## config.mk

```make
export PLATFORM = sky130hd
export DESIGN_NAME = instruction_fetch_unit_flat
export DESIGN_NICKNAME = d
export VERILOG_FILES = /design/src/rtl/ifu_pkg.sv /design/src/rtl/ifu_if.sv /design/src/rtl/ifu_fifo.sv /design/src/rtl/instruction_fetch_unit.sv /design/src/flat_wrapper.sv
export SDC_FILE = /design/constraint.sdc
export NUM_CORES = 1
export LEC_CHECK = 0
export ABC_AREA = 1
export CAP_MARGIN = 20
export CORE_UTILIZATION = 35
export DETAILED_ROUTE_END_ITERATION = 10
export DONT_BUFFER_PORTS = 1
export PLACE_DENSITY = 0.46
export SETUP_SLACK_MARGIN = 0.2
export SLEW_MARGIN = 20
export SYNTH_ARGS = -nofsm -noshare
export SYNTH_HDL_FRONTEND = slang
export SYNTH_HIERARCHICAL = 1
export SYNTH_SLANG_ARGS = --single-unit
```

## constraint.sdc

```tcl
create_clock -name Clk -period 8.45 [get_ports Clk]
set_input_delay 1.69 -clock Clk [delete_from_list [all_inputs] [get_ports Clk]]
set_output_delay 1.69 -clock Clk [all_outputs]
set_load 0.02 [all_outputs]
```

## src/rtl/ifu_pkg.sv

```systemverilog
// Shared types for the instruction fetch unit: FSM states, PC step and the buffered fetch entry.
package ifu_pkg;

    typedef enum logic [1:0] {
        IDLE = 2'd0,
        RUN  = 2'd1,
        ERR  = 2'd2
    } ifu_state_e;

    localparam logic [31:0] PC_STEP = 32'd4;

    typedef struct packed {
        logic [31:0] pc;
        logic [31:0] instr;
    } fetch_entry_t;

    function automatic logic [31:0] word_index(input logic [31:0] pc);
        return pc >> 2;
    endfunction

    function automatic logic [31:0] pc_align(input logic [31:0] pc);
        return pc & ~32'd3;
    endfunction

endpackage

```

## src/rtl/ifu_if.sv

```systemverilog
// Instruction-memory read port plus decode valid/ready port, as seen from the fetch unit (master).
interface ifu_if;

    logic [31:0] Imem_Addr;
    logic        Imem_Rd_En;
    logic [31:0] Imem_Data;
    logic        Inst_Valid;
    logic        Inst_Ready;
    logic [31:0] Inst_Data;
    logic [31:0] Inst_PC;

    modport master (
        output Imem_Addr, Imem_Rd_En, Inst_Valid, Inst_Data, Inst_PC,
        input  Imem_Data, Inst_Ready
    );

    modport slave (
        input  Imem_Addr, Imem_Rd_En, Inst_Valid, Inst_Data, Inst_PC,
        output Imem_Data, Inst_Ready
    );

endinterface

```

## src/rtl/ifu_fifo.sv

```systemverilog
// Fetch buffer: DEPTH x {pc, instr}, head visible combinationally, flush clears in one cycle.
// Push and pop may coincide when full; the head holds its last popped value while empty.
module ifu_fifo
    import ifu_pkg::*;
#(
    parameter  int unsigned DEPTH = 2,
    localparam int unsigned AW    = $clog2(DEPTH),
    localparam int unsigned CW    = AW + 1
) (
    input  logic         Clk,
    input  logic         Rst,
    input  logic         Flush_i,
    input  logic         Push_i,
    input  fetch_entry_t Push_Dat_i,
    input  logic         Pop_i,
    output fetch_entry_t Head_Dat_o,
    output logic [CW-1:0] Count_o,
    output logic         Empty_o
);

    fetch_entry_t  mem_q [DEPTH];
    fetch_entry_t  last_q;
    logic [AW-1:0] wr_ptr_q;
    logic [AW-1:0] rd_ptr_q;
    logic [CW-1:0] count_q;
    logic          pop_ok;

    assign Empty_o    = (count_q == '0);
    assign Count_o    = count_q;
    assign pop_ok     = Pop_i && !Empty_o;
    assign Head_Dat_o = Empty_o ? last_q : mem_q[rd_ptr_q];

    always_ff @(posedge Clk) begin
        if (Push_i && !Flush_i) begin
            mem_q[wr_ptr_q] <= Push_Dat_i;
        end
    end

    // last_q keeps the most recently consumed entry so outputs hold while empty
    always_ff @(posedge Clk) begin
        if (!Rst) begin
            wr_ptr_q <= '0;
            rd_ptr_q <= '0;
            count_q  <= '0;
            last_q   <= '0;
        end else begin
            if (pop_ok) begin
                last_q <= mem_q[rd_ptr_q];
            end
            if (Flush_i) begin
                wr_ptr_q <= '0;
                rd_ptr_q <= '0;
                count_q  <= '0;
            end else begin
                if (Push_i) begin
                    wr_ptr_q <= wr_ptr_q + AW'(1);
                end
                if (pop_ok) begin
                    rd_ptr_q <= rd_ptr_q + AW'(1);
                end
                count_q <= count_q + CW'(Push_i) - CW'(pop_ok);
            end
        end
    end

endmodule

```

## src/rtl/instruction_fetch_unit.sv

```systemverilog
// Fetch unit: owns the PC, reads combinational imem (0-cycle latency, 1 word/cycle) into a FIFO for decode.
// Stalls fetch when the FIFO is full and not popping; IFU_FETCH_COUNT_EN adds the Fetch_Count push counter.
module instruction_fetch_unit
    import ifu_pkg::*;
#(
    parameter logic [31:0] RESET_PC   = 32'h0000_0000,
    parameter int unsigned MEM_DEPTH  = 32,
    parameter int unsigned FIFO_DEPTH = 2
) (
    input  logic        Clk,
    input  logic        Rst,
    input  logic        Fetch_En,
    input  logic        Redir_En,
    input  logic [31:0] Redir_PC,
    ifu_if.master       Bus,
    output logic        Fetch_Err
`ifdef IFU_FETCH_COUNT_EN
    ,
    output logic [31:0] Fetch_Count
`endif
);

    localparam int unsigned CW = $clog2(FIFO_DEPTH) + 1;

    ifu_state_e    state_q;
    logic          fetch_err_q;
    logic [31:0]   pc_q;
    logic [31:0]   pc_d;
    logic [CW-1:0] count;
    logic          empty;
    logic          pop;
    logic          push;
    logic          pc_in_range;
    logic          redir_in_range;
    fetch_entry_t  push_dat;
    fetch_entry_t  head_dat;

    assign pc_in_range    = word_index(pc_q) < 32'(MEM_DEPTH);
    assign redir_in_range = word_index(Redir_PC) < 32'(MEM_DEPTH);

    assign pop  = !empty && Bus.Inst_Ready;
    assign push = (state_q == RUN) && Fetch_En && !Redir_En && pc_in_range &&
                  ((count < CW'(FIFO_DEPTH)) || pop);

    assign push_dat.pc    = pc_q;
    assign push_dat.instr = Bus.Imem_Data;

    always_comb begin
        pc_d = pc_q;
        if (Redir_En) begin
            pc_d = pc_align(Redir_PC);
        end else if (push) begin
            pc_d = pc_q + PC_STEP;
        end
    end

    always_ff @(posedge Clk) begin
        if (!Rst) begin
            pc_q <= RESET_PC;
        end else begin
            pc_q <= pc_d;
        end
    end

    // A redirect in RUN re-arms the range check on the new target next cycle
    always_ff @(posedge Clk) begin
        if (!Rst) begin
            state_q     <= IDLE;
            fetch_err_q <= 1'b0;
        end else begin
            case (state_q)
                IDLE: begin
                    if (Fetch_En) begin
                        state_q <= RUN;
                    end
                end
                RUN: begin
                    if (!Fetch_En) begin
                        state_q <= IDLE;
                    end else if (!Redir_En && !pc_in_range) begin
                        state_q     <= ERR;
                        fetch_err_q <= 1'b1;
                    end
                end
                ERR: begin
                    if (Redir_En && redir_in_range) begin
                        state_q     <= RUN;
                        fetch_err_q <= 1'b0;
                    end
                end
                default: begin
                    state_q     <= IDLE;
                    fetch_err_q <= 1'b0;
                end
            endcase
        end
    end

    ifu_fifo #(
        .DEPTH (FIFO_DEPTH)
    ) u_fifo (
        .Clk        (Clk),
        .Rst        (Rst),
        .Flush_i    (Redir_En),
        .Push_i     (push),
        .Push_Dat_i (push_dat),
        .Pop_i      (pop),
        .Head_Dat_o (head_dat),
        .Count_o    (count),
        .Empty_o    (empty)
    );

    assign Bus.Imem_Addr  = word_index(pc_q);
    assign Bus.Imem_Rd_En = push;
    assign Bus.Inst_Valid = !empty;
    assign Bus.Inst_Data  = head_dat.instr;
    assign Bus.Inst_PC    = head_dat.pc;
    assign Fetch_Err      = fetch_err_q;

`ifdef IFU_FETCH_COUNT_EN
    logic [31:0] fetch_cnt_q;

    always_ff @(posedge Clk) begin
        if (!Rst) begin
            fetch_cnt_q <= '0;
        end else if (push) begin
            fetch_cnt_q <= fetch_cnt_q + 32'd1;
        end
    end

    assign Fetch_Count = fetch_cnt_q;
`endif

endmodule

```

## src/flat_wrapper.sv

```systemverilog
// flat-port wrapper written by rule: the top's interface ports become plain ports
module instruction_fetch_unit_flat import ifu_pkg::*;
#(
    parameter logic [31:0] RESET_PC   = 32'h0000_0000,
    parameter int unsigned MEM_DEPTH  = 32,
    parameter int unsigned FIFO_DEPTH = 2
)
  (Clk, Rst, Fetch_En, Redir_En, Redir_PC, Fetch_Err, Bus_Imem_Addr, Bus_Imem_Rd_En, Bus_Inst_Valid, Bus_Inst_Data, Bus_Inst_PC, Bus_Imem_Data, Bus_Inst_Ready);
  ifu_if Bus_i ();
  input  logic Clk;
  input  logic Rst;
  input  logic Fetch_En;
  input  logic Redir_En;
  input  logic [31:0] Redir_PC;
  output logic Fetch_Err;
  output wire logic [$bits(Bus_i.Imem_Addr)-1:0] Bus_Imem_Addr;
  output wire logic [$bits(Bus_i.Imem_Rd_En)-1:0] Bus_Imem_Rd_En;
  output wire logic [$bits(Bus_i.Inst_Valid)-1:0] Bus_Inst_Valid;
  output wire logic [$bits(Bus_i.Inst_Data)-1:0] Bus_Inst_Data;
  output wire logic [$bits(Bus_i.Inst_PC)-1:0] Bus_Inst_PC;
  input wire logic [$bits(Bus_i.Imem_Data)-1:0] Bus_Imem_Data;
  input wire logic [$bits(Bus_i.Inst_Ready)-1:0] Bus_Inst_Ready;
  assign Bus_Imem_Addr = Bus_i.Imem_Addr;
  assign Bus_Imem_Rd_En = Bus_i.Imem_Rd_En;
  assign Bus_Inst_Valid = Bus_i.Inst_Valid;
  assign Bus_Inst_Data = Bus_i.Inst_Data;
  assign Bus_Inst_PC = Bus_i.Inst_PC;
  assign Bus_i.Imem_Data = Bus_Imem_Data;
  assign Bus_i.Inst_Ready = Bus_Inst_Ready;
  instruction_fetch_unit #(.RESET_PC(RESET_PC), .MEM_DEPTH(MEM_DEPTH), .FIFO_DEPTH(FIFO_DEPTH)) u_core (.Clk(Clk), .Rst(Rst), .Fetch_En(Fetch_En), .Redir_En(Redir_En), .Redir_PC(Redir_PC), .Bus(Bus_i), .Fetch_Err(Fetch_Err));
endmodule
```

==> flow_metrics.tcl <==
set metrics [dict create \
    status "complete, no violations" \
    worstHoldStart "u_core/u_fifo/last_q[40]" \
    synth_area_leaders "edfxtp_1 38%, dfxtp_1 20%, nand2_1 16%" \
    hp-class "register to register" \
    grt_pass1_wl_um 35700 \
    diodes 0 \
    floorplan.initialDensity_pct 35.8 \
    ff2ff_setup_slack_ns 4.61 \
    crit_type "primary input to output port" \
    htreeDepth 1 \
    cts_buffers 26 \
    drive_above_1_share_pct 4.67 \
    synth_top_area_share_pct 38.4 \
    synth_cell_types 29 \
    die-area_mm2 0.0293 \
    die_h_um 171 \
    fin_skew_ns 0.00801 \
    max_slew_margin_pct 30.7 \
    timing.hold.ws_ns 0.479 \
    fp.dieW_um 171 \
    required_ns 6.76 \
    final_common_cell "nand2_1" \
    vias_per_cell 4.48 \
    antenna_found_initial 0 \
    area_growth_pct 10.4 \
    ys_seq_area_share_pct 58.8 \
    max-clock-path-buffers 3 \
    cts_root_buf "clkbuf_16" \
    clock-sinks 230 \
    wl_per_cell_um 14.4 \
    nFillCells 2882 \
    grt.overflow.total 0 \
    port_buffers 0 \
    grt_pass1_vias 6443 \
    postCtsResizedCells 0 \
    start_kind "primary input" \
    num_vias 7167 \
    post_cts_buffers 0 \
    slew_violations 0 \
    rsz0062_at_grt "no" \
    nNetsFinal 1273 \
    cts_tree "built" \
    worstHoldPathCells 2 \
    r2r-start "u_core/u_fifo/Count_o[1]" \
    final-setup-viol-count 0 \
    cap_violations 0 \
    dr.first_iter.drc_count 381 \
    clk_latency_ns 0.52 \
    synth_seq_cells 230 \
    postRouteAntennaNets 0 \
    p_leak_uw 0.00465 \
    min_to "u_core/u_fifo/last_q[40]" \
    postCtsHoldBufs 0 \
    finalWirelength_um 23000 \
    syn_inst 1224 \
    r2r_end "u_core/u_fifo/mem_q[0][5]" \
    power_density_mw_per_mm2 210 \
    final-hold-violation-count 0 \
    ys_warn_count 6 \
    setup-tns-final_ns 0 \
    grt_max_degree 91 \
    period_needed_ns 5.05 \
    io_pins 168 \
    path_max_fanout 36 \
    hpwl_um 13500 \
    synth_area_mm2 0.0100 \
    endpoint_kind "output port" \
    layout_common_cells "437 x nand2_1, 163 x nor2_1, 156 x inv_1, 128 x edfxtp_1, 101 x dfxtp_1" \
    rows 61 \
    reg2regPathDepth 9 \
    syn_area_per_cell_um2 8.18 \
    coreArea_mm2 0.0279 \
    grtUsageTotal_pct 15.7 \
    arrival_ns 3.36 \
    gp_congestion 0.734 \
    drt-pass1-iter-count 6 \
    yosys.area.top_type "edfxtp_1" \
    drc 0 \
    timing.fmax_mhz 198 \
    tightestPinTransition_ns 1.04 \
    clkTransAtPathRegs_ns 0.05 \
    finalPower_uw 2330 \
    period_share_pct 59.7 \
    ir_drop_uv 96.5 \
]
[sequential cells by signal (all words and copies together) (netlist names), named ones only]
name,count
u_core/u_fifo/mem_q,128
u_core/Fetch_Err,1
u_core/u_fifo/wr_ptr_q,1
u_core/u_fifo/rd_ptr_q,1
u_core/pc_q,30
u_core/u_fifo/last_q,64
u_core/u_fifo/Count_o,2
u_core/state_q,2
[power breakdown]
part           internal [µW]  switching [µW]
combinational           16.5            23.8
clock                    628             444
sequential              1190            25.7
total                   1830             494
[worst max path at each step]
stage                                        start                   endpoint  slack (ns)  cells past startpoint
final                                     Redir_En             Bus_Imem_Rd_En        3.40                      5
after global routing      u_core/u_fifo/Count_o[1]             Bus_Imem_Rd_En        3.22                      6
after CTS                                 Redir_En             Bus_Imem_Rd_En        3.38                      5
after detailed placement                  Redir_En             Bus_Imem_Rd_En        3.39                      5
after global placement                    Redir_En             Bus_Imem_Rd_En        3.41                      5
after floorplan                           Redir_En  u_core/u_fifo/mem_q[1][0]        0.88                      9
[logic make-up after synthesis]
| logic type | count (synthesis) | share of synthesized area (%) |
|---|---|---|
| fa+ha+maj | 3 | 0.375 |
| other cells | 1 | 0.0375 |
| simple gates | 656 | 25.6 |
| compound gates | 108 | 5.53 |
| buf+inv | 222 | 9.29 |
| xor+xnor | 4 | 0.350 |
| flops | 230 | 58.8 |
[Yosys cell counts]
library cell / n
nor4_1: 3
a31oi_1: 1
conb_1: 1
o21ai_0: 70
nand4_1: 5
a21oi_1: 33
and3_1: 2
nor2_2: 1
o21a_1: 3
edfxtp_1: 128
nor2_4: 1
dfxtp_1: 102
xnor2_1: 1
buf_6: 5
nand2_2: 1
buf_2: 20
ha_1: 3
clkbuf_1: 28
nor3_4: 1
inv_2: 3
nor2_1: 163
buf_1: 1
inv_1: 156
xor2_1: 3
nor3_1: 5
nand2_1: 437
buf_4: 9
a21oi_2: 1
nand3_1: 37
[area by class of cell]
type | instances | area (µm²) | share of cell area [%]
Inverter | 159 | 597 | 5.40
Tap cell | 378 | 473 | 4.28
Clock buffer | 38 | 768 | 6.95
Clock inverter | 10 | 50.0 | 0.453
Multi-Input combinational cell | 777 | 3230 | 29.2
Timing Repair Buffer | 7 | 52.6 | 0.475
Sequential cell | 230 | 5890 | 53.2
[routing by layer]
layer  up-vias  GRT usage, %  wire [µm]
met5         -             0          0
met4         0          3.45        374
met1      3213          21.0      10600
li1       3738             -          -
met2       184          25.2      10200
met3        32          4.33       1740
[through the flow]
| step | util, % | std cells | setup WS [ns] | area, µm² |
|---|---|---|---|---|
| floorplan | - | 1229 | 0.881 | 10000 |
| global placement | 36.6 | 1551 | 3.41 | 10200 |
| detailed placement | 36.6 | 1551 | 3.39 | 10200 |
| CTS | 39.6 | 1599 | 3.38 | 11100 |
| global route | 39.6 | 1599 | 3.22 | 11100 |
| finish | 39.6 | 1599 | 3.40 | 11100 |
[critical path: stages]
cell,delay [ns]
inv_2,0.43
nand2_1,0.14
a21oi_2,0.15
nand2_2,0.39
inv_1,0.53
Note: power is estimated with default switching activity, not from simulation.
